### config.mk
export PLATFORM = sky130hd
export DESIGN_NAME = control_sequencer
export DESIGN_NICKNAME = d
export VERILOG_FILES = /design/src/rtl/control_sequencer.sv
export SDC_FILE = /design/constraint.sdc
export NUM_CORES = 1
export LEC_CHECK = 0
export BUFFER_PORTS_ARGS = -buffer_cell sky130_fd_sc_hd__buf_2
export CORE_AREA = 2 2 60 48
export CTS_CLUSTER_DIAMETER = 120
export DETAILED_ROUTE_END_ITERATION = 8
export DIE_AREA = 0 0 62 50
export PLACE_DENSITY = 0.49
export SLEW_MARGIN = 0
export SYNTH_ARGS = -nofsm -noshare
export SYNTH_HDL_FRONTEND = slang
export SYNTH_SLANG_ARGS = --single-unit
### constraint.sdc
create_clock -name clk -period 2.85 [get_ports clk]
set_input_delay 0.285 -clock clk [delete_from_list [all_inputs] [get_ports clk]]
set_output_delay 0.285 -clock clk [all_outputs]
set_load 0.01 [all_outputs]
### src/rtl/control_sequencer.sv
// Microsequencer for the 8-bit CPU: decodes IR opcode and T-state into bus strobes,
// with early instruction termination, run/pause stepping and a sticky halt.
module control_sequencer #(
  parameter int OPCODE_W  = 4,
  parameter int T_STATES  = 6,
  parameter bit EARLY_END = 1'b1
) (
  input  logic                        clk,
  input  logic                        rst_n,
  input  logic                        run,
  input  logic [OPCODE_W-1:0]         opcode,
  input  logic                        flag_c,
  input  logic                        flag_z,
  output logic                        pc_enable,
  output logic                        pc_out,
  output logic                        pc_load,
  output logic                        mar_load,
  output logic                        ram_out,
  output logic                        ram_in,
  output logic                        ir_load,
  output logic                        ir_out,
  output logic                        reg_a_load,
  output logic                        reg_a_out,
  output logic                        reg_b_load,
  output logic                        alu_out,
  output logic                        alu_sub,
  output logic                        flags_load,
  output logic                        out_reg_load,
  output logic                        hlt,
  output logic                        instr_done,
  output logic [$clog2(T_STATES)-1:0] t_state
);

  localparam int TW = $clog2(T_STATES);

  if (T_STATES < 5) begin : g_t_states_check
    $error("control_sequencer: T_STATES must be >= 5");
  end

  localparam logic [OPCODE_W-1:0] OP_LDA = OPCODE_W'(1);
  localparam logic [OPCODE_W-1:0] OP_ADD = OPCODE_W'(2);
  localparam logic [OPCODE_W-1:0] OP_SUB = OPCODE_W'(3);
  localparam logic [OPCODE_W-1:0] OP_STA = OPCODE_W'(4);
  localparam logic [OPCODE_W-1:0] OP_LDI = OPCODE_W'(5);
  localparam logic [OPCODE_W-1:0] OP_JMP = OPCODE_W'(6);
  localparam logic [OPCODE_W-1:0] OP_JC  = OPCODE_W'(7);
  localparam logic [OPCODE_W-1:0] OP_JZ  = OPCODE_W'(8);
  localparam logic [OPCODE_W-1:0] OP_OUT = OPCODE_W'(14);
  localparam logic [OPCODE_W-1:0] OP_HLT = OPCODE_W'(15);

  localparam logic [TW-1:0] T0   = TW'(0);
  localparam logic [TW-1:0] T1   = TW'(1);
  localparam logic [TW-1:0] T2   = TW'(2);
  localparam logic [TW-1:0] T3   = TW'(3);
  localparam logic [TW-1:0] T4   = TW'(4);
  localparam logic [TW-1:0] TMAX = TW'(T_STATES - 1);

  logic [TW-1:0] last_step;
  logic [TW-1:0] t_next;
  logic          hlt_next;
  logic          active;
  logic          wrap;

  // Gating with rst_n keeps strobes quiet while reset is asserted.
  assign active = rst_n && run && !hlt;

  always_comb begin
    case (opcode)
      OP_LDA, OP_STA:                               last_step = T3;
      OP_ADD, OP_SUB:                               last_step = T4;
      OP_LDI, OP_JMP, OP_JC, OP_JZ, OP_OUT, OP_HLT: last_step = T2;
      default:                                      last_step = T1;
    endcase
  end

  always_comb begin
    pc_enable    = 1'b0;
    pc_out       = 1'b0;
    pc_load      = 1'b0;
    mar_load     = 1'b0;
    ram_out      = 1'b0;
    ram_in       = 1'b0;
    ir_load      = 1'b0;
    ir_out       = 1'b0;
    reg_a_load   = 1'b0;
    reg_a_out    = 1'b0;
    reg_b_load   = 1'b0;
    alu_out      = 1'b0;
    alu_sub      = 1'b0;
    flags_load   = 1'b0;
    out_reg_load = 1'b0;
    instr_done   = 1'b0;
    if (active) begin
      instr_done = (t_state == last_step);
      if (t_state == T0) begin
        pc_out   = 1'b1;
        mar_load = 1'b1;
      end else if (t_state == T1) begin
        ram_out   = 1'b1;
        ir_load   = 1'b1;
        pc_enable = 1'b1;
      end else begin
        // Steps past an opcode's last active step fall through with no strobes.
        case (opcode)
          OP_LDA: begin
            if (t_state == T2) begin ir_out = 1'b1;  mar_load   = 1'b1; end
            if (t_state == T3) begin ram_out = 1'b1; reg_a_load = 1'b1; end
          end
          OP_ADD, OP_SUB: begin
            if (t_state == T2) begin ir_out = 1'b1;  mar_load   = 1'b1; end
            if (t_state == T3) begin ram_out = 1'b1; reg_b_load = 1'b1; end
            if (t_state == T4) begin
              alu_out    = 1'b1;
              reg_a_load = 1'b1;
              flags_load = 1'b1;
              alu_sub    = (opcode == OP_SUB);
            end
          end
          OP_STA: begin
            if (t_state == T2) begin ir_out = 1'b1;    mar_load = 1'b1; end
            if (t_state == T3) begin reg_a_out = 1'b1; ram_in   = 1'b1; end
          end
          OP_LDI: if (t_state == T2) begin ir_out = 1'b1; reg_a_load = 1'b1; end
          OP_JMP: if (t_state == T2) begin ir_out = 1'b1; pc_load = 1'b1; end
          OP_JC:  if (t_state == T2 && flag_c) begin ir_out = 1'b1; pc_load = 1'b1; end
          OP_JZ:  if (t_state == T2 && flag_z) begin ir_out = 1'b1; pc_load = 1'b1; end
          OP_OUT: if (t_state == T2) begin reg_a_out = 1'b1; out_reg_load = 1'b1; end
          default: ;
        endcase
      end
    end
  end

  // The >= compares recover cleanly if the opcode changes mid-instruction.
  assign wrap = EARLY_END ? ((t_state >= last_step) || (t_state >= TMAX))
                          : (t_state >= TMAX);

  always_comb begin
    t_next   = t_state;
    hlt_next = hlt;
    if (run && !hlt) begin
      t_next = wrap ? T0 : t_state + TW'(1);
      if (opcode == OP_HLT && t_state == T2) hlt_next = 1'b1;
    end
  end

  always_ff @(posedge clk or negedge rst_n) begin
    if (!rst_n) begin
      t_state <= '0;
      hlt     <= 1'b0;
    end else begin
      t_state <= t_next;
      hlt     <= hlt_next;
    end
  end

endmodule

# Word-level counts from Yosys, hierarchy flattened
# Memories as Yosys holds them, arrays and structs flattened.
# Cells that the tools add are included.
# classes
add_sub_neg	1
n_lt_le_gt_ge	2
eq_ne	15
n_mux	57
n_reduce_logical	14
# ops
operator	n
two-way mux 1 bit	52
equality test 4 x 3 -> 1 bit, second input constant	4
equality test 4 bit, second input constant	3
one-hot mux 1 bit (3 select lines)	3
equality test 4 x 2 -> 1 bit, second input constant	2
equality test 3 x 2 -> 1 bit, second input constant	2
logical AND 1 bit	6
OR reduction 6 bit	1
equality test 4 x 1 -> 1 bit, second input constant	1
OR reduction 4 bit	1
adder 3 x 1 -> 3 bit, second input constant	1
equality test 3 x 1 -> 1 bit, second input constant	1
equality test 3 bit	1
equality test 3 bit, second input constant	1
greater-or-equal comparator 3 bit	1
greater-or-equal comparator 3 bit, second input constant	1
zero test 3 bit	1
two-way mux 3 bit	1
OR reduction 3 bit	1
one-hot mux 1 bit (2 select lines)	1
AND reduction 2 bit	1
OR reduction 2 bit	1
zero test 1 bit	1
logical OR 1 bit	1
# word_totals
ff_bits	4
rom_bits	48
inputBits	9
out_inout_bits	20
n_memories	1
# mem_list
memory	words	word_bits	read_ports	rd_clocked_by_memory_dff	write_ports	line_no	text
(no name shown)	16	3	1	0	0	68	case (opcode)

# Depth between registers and ports, before layout
# Gate-level depths: netlist of the first run.
# depth
word_depth	7
ltp_mapped	8
depth_no_buf	7

# Worst setup path before layout of the first run
# No wires, ideal clock.
# synth_timing
path_type	register to output
start	register t_state[0]
end	output port reg_a_out
arrival_ns	1.850
required_time_ns	2.565
path_slack_ns	0.715
stages_incl_launch_ff	6
n_path_buf	0
cell_sequence	dfrtp_1 -> inv_1 -> ha_1 -> or2_2 -> a211o_2 -> o32ai_1
# synth_via
elab_chain_len	6
# synth_lines
item	line_no	text
start: declaration	31	output logic [$clog2(T_STATES)-1:0] t_state
start signal: assignment	152	t_state <= t_next;
equality test 3 x 2 -> 1 bit (on tied branches)	127, 121	
two-way mux 1 bit (on tied branches)	127, 121	
one-hot mux 1 bit (2 select lines)	104	case (opcode)
two-way mux 1 bit	98	end else if (t_state == T1) begin
two-way mux 1 bit *	95	if (t_state == T0) begin
two-way mux 1 bit *	93	if (active) begin
end: declaration	23	output logic reg_a_out,
# Every way passes the cells marked *; elsewhere a longest branch is shown, timed or not.

# Worst setup path after layout of the first run
# Ends and elaborated chain as after synthesis.

==> impl_metrics.py, run 1 <==
metrics = {
    "pwr": {
        "power_frac_seq_pct": 32.1,
        "p_clk_share_pct": 34.4,
        "sw_frac_of_total_pct": 33.3,
        "peakVddDrop_uv": 120,
        "power.density_mw_per_mm2": 234,
        "internal_power_uw": 135,
        "p_comb_share_pct": 33.5,
        "p_switching_uw": 67.0,
        "p_total_uw": 202,
        "p_leak_uw": 0.000404,
    },
    "worst_hold_path": {
        "hold_start": "run",
        "hold_class": "input port to flop",
    },
    "yosys": {
        "synthCells": 90,
        "syn_area_sq_um": 679,
        "synthTopCellsByArea": "dfrtp_1 15%, ha_1 15%, nand2_1 5.0%, nor2_1 3.9%, nor2b_1 3.7%",
        "async_reset_ff_share_pct": 100,
        "yosys_warnings": 0,
        "netlist-cell-type-count": 37,
        "yosys.area.top_type": "dfrtp_1",
        "synth_edf_count": 0,
        "synth_top_area_share_pct": 14.7,
        "yosysMostFrequentCell": "nand2_1",
        "ys_seq_elements": 4,
        "syn_nets": 107,
        "synth_top_flop_cell": "dfrtp_1",
        "avgSynthCellArea_sq_um": 7.55,
        "synth-seq-area-share_pct": 14.7,
        "synth_common_cells": "9 x nand2_1, 8 x ha_1, 7 x nor2_1, 6 x inv_1",
    },
    "placement": {
        "portBuffers": 28,
        "dpl-instance-area_sq_um": 830,
        "place_hpwl_mm": 1.41,
        "post-place-ws_ns": 0.651,
        "globalplace.congestion": 0.737,
    },
    "timing": {
        "finalCriticalPeriod_ns": 2.44,
        "finClkSkew_ns": 0.000736,
        "fmax_ghz": 0.409,
        "tightest_slew_ns": 0.417,
        "slew_headroom_pct": 71.8,
        "maxSlewViolCount": 0,
        "rsz0062_at_grt": "no",
        "finalSetupViolCount": 0,
        "fin_crit_sh_pct": 85.7,
        "finalHoldViolations": 0,
        "layout_setup_ws_ns": 0.408,
        "timing.setup.tns_ns": 0,
    },
    "run_status": {
        "status": "complete, no violations",
    },
    "drt": {
        "vias": 737,
        "ant_nets": 0,
        "avgViaCountPerCell": 4.85,
        "drtPass1Iterations": 5,
        "routed_wl_mm": 1.80,
        "drt_iter0_drc": 13,
        "drc": 0,
        "post_drt_wl_per_cell_um": 11.8,
    },
    "worst_setup_path": {
        "cp_max_fo": 6,
        "crit_start": "t_state[0]",
        "cp-end-kind": "primary output",
        "worstSetupPathType": "flop to primary output",
        "rr_startpoint": "t_state[1]",
        "cp.arrival_ns": 2.16,
        "crit_path_start_kind": "flop",
        "required_ns": 2.57,
    },
    "final_layout": {
        "syn_to_final_growth_pct": 26.9,
        "final_nets": 135,
        "utilization_pct": 34.4,
        "antennaDiodeCount": 0,
        "drive_gt1_share_pct": 34.5,
        "final_cell_area_sq_um": 862,
    },
    "grt": {
        "grt_first_pass_wirelength_mm": 3.08,
        "first_global_vias": 687,
        "grt_util_all_layers_pct": 13.0,
        "antenna_found_initial": 0,
        "gr-total-overflow": 0,
        "grt_start_max_net_pins": 15,
    },
    "clock_network": {
        "clkTransAtPathRegs_ns": 0.04,
        "insertion_delay_ns": 0.23,
        "tritoncts": "done",
        "cts_root_buffer": "clkbuf_4",
        "numCtsBuffers": 3,
        "clk_path_buf_depth": 2,
        "htree_levels": 1,
        "clock_sink_count": 4,
        "cts_setup_buffers": 0,
    },
    "die": {
        "fp.coreArea_sq_mm": 0.00250,
        "die-width_um": 62,
        "die_h_um": 50,
        "dieArea_sq_mm": 0.00310,
        "fp-row-count": 16,
        "io_pins": 29,
        "initial_core_util_pct": 27.2,
    },
    "run": {
        "drv_cap": 0,
    },
}
[cell families after synthesis]
group / share of synthesized area (%)
DFF: 14.7
adders and majority gates: 14.7
buffers and inverters: 8.47
and+or+nand+nor: 38.1
xor gates and xnor gates: 1.29
AOI/OAI and AO/OA: 22.7
[repair_timing]
| item | 4_1_cts | 5_1_grt |
|---|---|---|
| hold buffers | 1 | 0 |
| hold endpoints to repair | 4 | 0 |
| gates resized for setup | 0 | 0 |
[state kept, by name, indices dropped and copies added (netlist names)]
register  count
hlt           1
t_state       3
[critical path: stages, from the launching register on]
cell	delay (ns)
dfrtp_1	0.43
inv_1	0.12
ha_1	0.27
or2_2	0.32
a211o_2	0.36
o32ai_1	0.25
buf_2	0.17
[cells in the final DEF, fill, tap and decap left out, types with 4 or more instances in the layout]
cell,n
a21oi_1,4
dfrtp_1,4
buf_2,28
nor2_1,7
nor2b_1,4
nor3_1,4
nand2_1,9
ha_1,8
or2_2,4
inv_1,6
[layer usage]
| layer | up-vias | global-route usage, % | share of wire (%) | wire length, um |
|---|---|---|---|---|
| li1 | 377 | - | - | - |
| met2 | 24 | 19.4 | 44 | 788 |
| met5 | - | 0 | 0 | 0 |
| met1 | 334 | 18.1 | 49 | 882 |
| met4 | 0 | 3.55 | 0.44 | 8 |
| met3 | 2 | 3.41 | 6.7 | 120 |
[power by group through the flow]
stage	Sequential [uW]	Clock, uW	Combinational (uW)
final	64.7	69.3	67.5
after global placement	65.1	0	67.2
after floorplan	65.0	0	45.7
after detailed placement	65.4	0	66.7
after global routing	65.3	79.5	77.9
after CTS	64.7	72.7	67.9
[final cells by class]
| type | count | area [sq um] |
|---|---|---|
| well taps | 36 | 45.0 |
| repair buffers | 29 | 150 |
| fillers | 276 | 1640 |
| inverters | 6 | 22.5 |
| flip-flops and latches | 4 | 100 |
| multi-input cells | 74 | 522 |
| clock buffers | 3 | 22.5 |
[path summary, 6_finish.rpt]
| check | endpoint | slack, ns | cells past startpoint |
|---|---|---|---|
| setup / recovery | reg_a_out | 0.41 | 6 |
| hold / removal | hlt | 0.35 | 3 |
| setup reg to reg | t_state[2] | 1.29 | 5 |
| hold reg to reg | hlt | 0.57 | 2 |
| max in group asynchronous | t_state[1] | 2.29 | 2 |
| min in group asynchronous | t_state[0] | 0.42 | 2 |
[per-stage QoR]
stage | hold WS, ns | std cells
2_1_floorplan | -0.0106 | 90
3_3_place_gp | 0.115 | 148
3_5_place_dp | 0.118 | 148
4_1_cts | 0.352 | 152
5_1_grt | 0.369 | 152
6_report | 0.354 | 152
No activity file was read; power rests on OpenSTA's default activity.
==> run 2, diff against run 1 <==
- ABC_AREA: not set -> 1
- CORE_AREA: 2 2 60 48 -> 2 2 62 50
- DIE_AREA: 0 0 62 50 -> 0 0 64 52
- PLACE_DENSITY: 0.49 -> 0.48
==> impl_metrics.py, run 2 <==
metrics = {
    "timing": {
        "finalHoldViolations": 0,
        "finalCriticalPeriod_ns": 2.04,
        "finClkSkew_ns": 0.00619,
        "timing.setup.tns_ns": 0,
        "layout_setup_ws_ns": 0.806,
        "maxSlewViolCount": 0,
        "fin_crit_sh_pct": 71.7,
        "finalSetupViolCount": 0,
        "fmax_ghz": 0.489,
        "rsz0062_at_grt": "no",
        "slew_headroom_pct": 79.2,
        "tightest_slew_ns": 0.312,
    },
    "final_layout": {
        "top_regs": "t_state: 3 flops, hlt: 1 flops",
        "antennaDiodeCount": 0,
        "largest_reg_flops": 3,
        "multiInputGateArea_sq_um": 533,
        "fillCellCount": 321,
        "drive_gt1_share_pct": 29.5,
        "final_nets": 175,
        "regArea_sq_um": 100,
        "mostFrequentLayoutCells": "35 x nand2_1, 28 x buf_2, 19 x nor2_1",
        "syn_to_final_growth_pct": 28.1,
        "max_flop_register": "t_state",
        "final_common_cell": "nand2_1",
    },
    "clock_network": {
        "cts_resized": 0,
        "htree_levels": 1,
        "tritoncts": "done",
        "clk_path_buf_depth": 2,
        "numCtsBuffers": 3,
        "clock_sink_count": 4,
        "cts_root_buffer": "clkbuf_4",
        "clkTransAtPathRegs_ns": 0.04,
        "insertion_delay_ns": 0.24,
    },
    "yosys": {
        "synth-seq-area-share_pct": 13.7,
        "synthCells": 126,
        "synth_edf_count": 0,
        "synth_top_flop_cell": "dfrtp_1",
        "avgSynthCellArea_sq_um": 5.80,
        "yosysMostFrequentCell": "nand2_1",
        "netlist-cell-type-count": 18,
        "synth_top_area_share_pct": 18.0,
        "syn_nets": 143,
        "async_reset_ff_share_pct": 100,
        "yosys.area.top_type": "nand2_1",
        "synth_common_cells": "35 x nand2_1, 19 x nor2_1, 18 x inv_1, 9 x nand3_1, 8 x ha_1",
        "ys_seq_elements": 4,
        "synthTopCellsByArea": "nand2_1 18%, dfrtp_1 14%, ha_1 14%, nor2_1 9.8%, inv_1 9.2%",
        "syn_area_sq_um": 731,
        "yosys_warnings": 0,
    },
    "worst_setup_path": {
        "worst-path-buf-inv": 4,
        "endpoint": "pc_enable",
        "r2r_cells": 4,
        "rr_endpoint": "t_state[1]",
        "worst_path_most_repeated_cell": "inv_1",
        "required_ns": 2.57,
        "cp.arrival_ns": 1.76,
        "crit_start": "t_state[1]",
        "r2r_slack_ns": 1.52,
        "cp_max_fo": 6,
        "cp_slowest_cell": "dfrtp_1",
        "critPathTopFamily": "buffers and inverters",
        "crit_chain": "inv_1, ha_1, inv_1, nor2_1, inv_1, nor3_1, buf_2",
        "slowest_delay_ns": 0.44,
        "cp-end-kind": "primary output",
        "crit_path_start_kind": "flop",
        "cp.depth": 7,
        "rr_startpoint": "t_state[2]",
        "worstSetupPathType": "flop to primary output",
    },
    "placement": {
        "post-place-ws_ns": 0.975,
        "globalplace.congestion": 0.837,
        "place_hpwl_mm": 1.61,
        "portBuffers": 28,
    },
    "drt": {
        "post_drt_wl_per_cell_um": 9.83,
        "routed_wl_mm": 1.91,
        "drc": 0,
        "avgViaCountPerCell": 4.30,
        "drt_iter0_drc": 34,
        "vias": 835,
        "ant_nets": 0,
        "drtPass1Iterations": 4,
    },
    "die": {
        "die_h_um": 52,
        "die-width_um": 64,
        "initial_core_util_pct": 26.6,
        "fp-row-count": 17,
        "fp.coreArea_sq_mm": 0.00274,
        "io_pins": 29,
        "dieArea_sq_mm": 0.00333,
    },
    "pwr": {
        "p_clk_share_pct": 41.5,
        "sw_frac_of_total_pct": 29.6,
        "p_comb_share_pct": 24.5,
        "power_frac_seq_pct": 34.0,
        "power.density_mw_per_mm2": 180,
        "p_switching_uw": 49.8,
        "peakVddDrop_uv": 93.1,
        "internal_power_uw": 118,
        "p_leak_uw": 0.000541,
        "p_total_uw": 168,
    },
    "grt": {
        "grt_first_pass_wirelength_mm": 3.13,
        "grt_util_all_layers_pct": 12.0,
        "first_global_vias": 735,
        "grt_start_max_net_pins": 9,
        "antenna_found_initial": 0,
        "gr-total-overflow": 0,
    },
    "run_status": {
        "status": "complete, no violations",
    },
    "run": {
        "drv_cap": 0,
    },
    "worst_hold_path": {
        "hold_class": "input port to asynchronous set/reset pin",
    },
}
==> run 2: power by group through the flow <==
| stage | Clock (uW) | Combinational [uW] | Sequential [uW] |
|---|---|---|---|
| CTS | 72.4 | 41.2 | 57.1 |
| detailed placement | 0 | 39.9 | 57.8 |
| floorplan | 0 | 23.8 | 57.8 |
| finish | 69.9 | 41.3 | 57.1 |
| global route | 79.9 | 48.7 | 57.0 |
| global placement | 0 | 40.0 | 57.8 |
==> run 2: how the worst min path moves through the flow <==
| stage | slack [ns] | end | cells past startpoint |
|---|---|---|---|
| 6_report | 0.40 | hlt | 2 |
| 5_1_grt | 0.42 | hlt | 2 |
| 4_1_cts | 0.39 | hlt | 2 |
| 3_5_place_dp | 0.11 | hlt | 1 |
| 3_3_place_gp | 0.11 | hlt | 1 |
| 2_1_floorplan | -0.01 | hlt | 0 |
==> run 2: final cells by class <==
class,count,share of cell area (%)
multi-input cells,98,57.0
repair buffers,29,16.0
flip-flops and latches,4,10.7
inverters,22,8.82
well taps,38,5.08
clock buffers,3,2.41
==> run 2: cells by family (layout without fill, tap and decap cells) <==
logic type	Yosys count	count (layout)	share of synthesized area, %
AOI/OAI and AO/OA	9	9	6.16
adders and majority gates	8	8	13.7
buffers and inverters	24	54	13.4
DFF	4	4	13.7
and+or+nand+nor	81	81	53.1
==> run 2: routing by layer <==
metal / up-vias / track usage [%] / part of all wire [%]
li1: 453 / - / -
met3: 0 / 3.03 / 7.1
met4: 0 / 2.17 / 0
met5: - / 0 / 0
met2: 30 / 17.9 / 43
met1: 352 / 17.4 / 50
==> run 2: through the flow <==
stage | hold WS [ns] | util, % | area [sq um] | instances
6_report | 0.403 | 34.1 | 936 | 194
5_1_grt | 0.421 | 34.1 | 936 | 194
4_1_cts | 0.394 | 34.1 | 936 | 194
3_5_place_dp | 0.113 | 32.9 | 903 | 190
3_3_place_gp | 0.109 | 32.9 | 903 | 190
2_1_floorplan | -0.0106 | - | 731 | 126
==> run 2: worst reg2reg max path, delay by kind of cell, from the launching register on <==
family	cells	cell delay [ns]
AND/OR/NAND/NOR	2	0.20
AO/OA/AOI/OAI	1	0.22
adder cells (fa/ha/maj)	1	0.36
flip-flops	1	0.48
==> run 2: timing repair <==
| action | CTS | global route |
|---|---|---|
| hold buffers | 1 | 0 |
| endpoints found under the hold margin | 4 | 0 |
| buffers inserted | 0 | 0 |
==> run 3, diff against run 2 <==
- ABC_AREA: 1 -> 0
- CORE_AREA: 2 2 62 50 -> 2 2 60 48
- DIE_AREA: 0 0 64 52 -> 0 0 62 50
- PLACE_DENSITY: 0.48 -> 0.49
- clock period: 2.85 -> 2.14 ns (I/O delays scaled with it)
==> impl_metrics.py, run 3 (synthesized netlist as in run 1, its figures left out) <==
metrics = {
    "run_status": {
        "status": "finished, violations left",
        "violations": "setup timing",
    },
    "final_layout": {
        "antennaDiodeCount": 0,
        "final_nets": 146,
        "final_cell_area_sq_mm": 0.00101,
        "max_flop_register": "t_state",
        "largest_reg_flops": 3,
        "drive_gt1_share_pct": 46.5,
        "mostFrequentLayoutCells": "28 x buf_2, 9 x nand2_1, 9 x buf_4",
        "final_common_cell": "buf_2",
        "top_regs": "t_state: 3 flops, hlt: 1 flops",
        "syn_to_final_growth_pct": 48.8,
        "finalNonFillerCells": 163,
        "utilization_pct": 40.4,
    },
    "die": {
        "die_h_um": 50,
        "initial_core_util_pct": 27.2,
        "io_pins": 29,
        "dieArea_sq_mm": 0.00310,
        "die-width_um": 62,
        "fp.coreArea_sq_mm": 0.00250,
        "fp-row-count": 16,
    },
    "grt": {
        "met1_usage_pct": 20.9,
        "grt.busiest_layer": "met2",
        "first_global_vias": 765,
        "grt_util_all_layers_pct": 15.1,
        "antenna_found_initial": 0,
        "gr-total-overflow": 0,
        "grt_first_pass_wirelength_mm": 3.53,
        "met3_usage_pct": 4.20,
        "grtUsageMet2_pct": 23.4,
        "grt_start_max_net_pins": 14,
    },
    "clock_network": {
        "htree_levels": 1,
        "tritoncts": "done",
        "cts_root_buffer": "clkbuf_4",
        "clk_path_buf_depth": 2,
        "insertion_delay_ns": 0.24,
        "clock_sink_count": 4,
        "clkTransAtPathRegs_ns": 0.04,
        "numCtsBuffers": 3,
    },
    "worst_setup_path": {
        "worstSetupPathType": "flop to primary output",
        "critPathTopFamily": "simple AND/OR/NAND/NOR gates",
        "cp.arrival_ns": 1.96,
        "cp_slowest_cell": "or4_4",
        "cp_max_fo": 3,
        "worst-path-buf-inv": 3,
        "slowest_delay_ns": 0.51,
        "crit_chain": "inv_2, buf_6, ha_4, nand2b_4, or4_4, a2111oi_4, buf_2",
        "crit_path_start_kind": "flop",
        "required_ns": 1.93,
        "cp-end-kind": "primary output",
    },
    "timing": {
        "tightest_slew_ns": 0.435,
        "layout_setup_ws_ns": -0.0292,
        "fin_crit_sh_pct": 101,
        "rsz0062_at_grt": "yes",
        "finalCriticalPeriod_ns": 2.17,
        "finClkSkew_ns": 0.00117,
        "finalHoldViolations": 0,
        "slew_headroom_pct": 70.6,
        "finalSetupViolCount": 2,
        "fmax_ghz": 0.461,
        "maxSlewViolCount": 0,
    },
    "drt": {
        "drtPass1Iterations": 4,
        "drt_iter0_drc": 24,
        "vias": 785,
        "avgViaCountPerCell": 4.82,
        "drc": 0,
        "ant_nets": 0,
        "post_drt_wl_per_cell_um": 12.9,
        "routed_wl_mm": 2.11,
    },
    "pwr": {
        "peakVddDrop_uv": 192,
        "power.density_mw_per_mm2": 295,
        "p_leak_uw": 0.000464,
    },
    "worst_hold_path": {
        "hold_class": "input port to flop",
    },
    "placement": {
        "place_hpwl_mm": 1.61,
        "dp_cells": 155,
        "globalplace.congestion": 0.792,
        "portBuffers": 28,
        "dpl-instance-area_sq_um": 882,
    },
    "run": {
        "drv_cap": 0,
    },
}
==> run 3: cell count changes in the layout (fill, tap and decap cells not counted), moves of 3 or more <==
| cell | before | now |
|---|---|---|
| buf_4 | 0 | 9 |
| inv_1 | 18 | 5 |
| nand3_1 | 9 | 3 |
| nand2_1 | 35 | 9 |
| inv_2 | 4 | 1 |
| or2_2 | 0 | 4 |
| ha_1 | 8 | 5 |
| o31ai_1 | 0 | 3 |
| nor2b_1 | 0 | 4 |
| nand4_1 | 3 | 0 |
| nor2_4 | 3 | 0 |
| nor2_1 | 19 | 6 |
==> run 3: cell type report <==
type / instances / area [sq um]
timing repair buffer: 40 / 240
fill: 260 / 1490
multi-input combinational: 74 / 581
inverter: 6 / 22.5
sequential: 4 / 100
tap: 36 / 45.0
clock buffer: 3 / 22.5
==> run 3: path summary, 6_finish.rpt <==
path / cells past startpoint / slack [ns] / endpoint / from
worst max-delay path: 7 / -0.03 / ir_out / t_state[0]
max in group asynchronous: 2 / 1.58 / t_state[1] / rst_n
min in group asynchronous: 2 / 0.38 / t_state[2] / rst_n
worst min register to register: 2 / 0.55 / hlt / hlt
worst min-delay path: 3 / 0.29 / hlt / run
worst max register to register: 7 / 0.47 / t_state[2] / t_state[0]
==> run 3: worst reg2reg max path, stage by stage, from the launching register on <==
cell and delay [ns]:
dfrtp_1 0.38, inv_2 0.06, buf_6 0.12, buf_4 0.13
ha_1 0.30, nor3b_1 0.20, o22ai_1 0.17, o31ai_1 0.22
==> run 3: per-layer routing <==
metal	wire length (um)	part of all wire [%]	vias up
met4	0	0	0
met2	1010	48	24
li1	-	-	399
met1	992	47	362
met3	97	4.6	0
met5	0	0	-
==> run 3: power by group <==
part / internal (uW) / switching [uW]
clock network: 63.1 / 36.4
logic: 50.8 / 63.6
registers: 78.9 / 5.14
total: 193 / 105
==> run 3: stage by stage <==
| step | TNS, ns | worst slack, ns | total power (uW) | hold slack, ns |
|---|---|---|---|---|
| floorplan | 0 | 0.0761 | 147 | -0.0816 |
| global placement | 0 | 0.176 | 184 | 0.0425 |
| detailed placement | 0 | 0.162 | 186 | 0.0425 |
| CTS | -0.0408 | -0.0261 | 298 | 0.288 |
| global route | -0.429 | -0.104 | 324 | 0.293 |
| finish | -0.0385 | -0.0292 | 298 | 0.291 |
==> run 3: what timing repair did <==
action | in CTS | in global routing
endpoints found under the hold margin | 4 | 0
hold buffers | 1 | 0
cloned | 0 | 0
buffers inserted | 3 | 1
pin swaps | 3 | 1
gates resized for setup | 10 | 3
setup endpoints to repair | 3 | 7
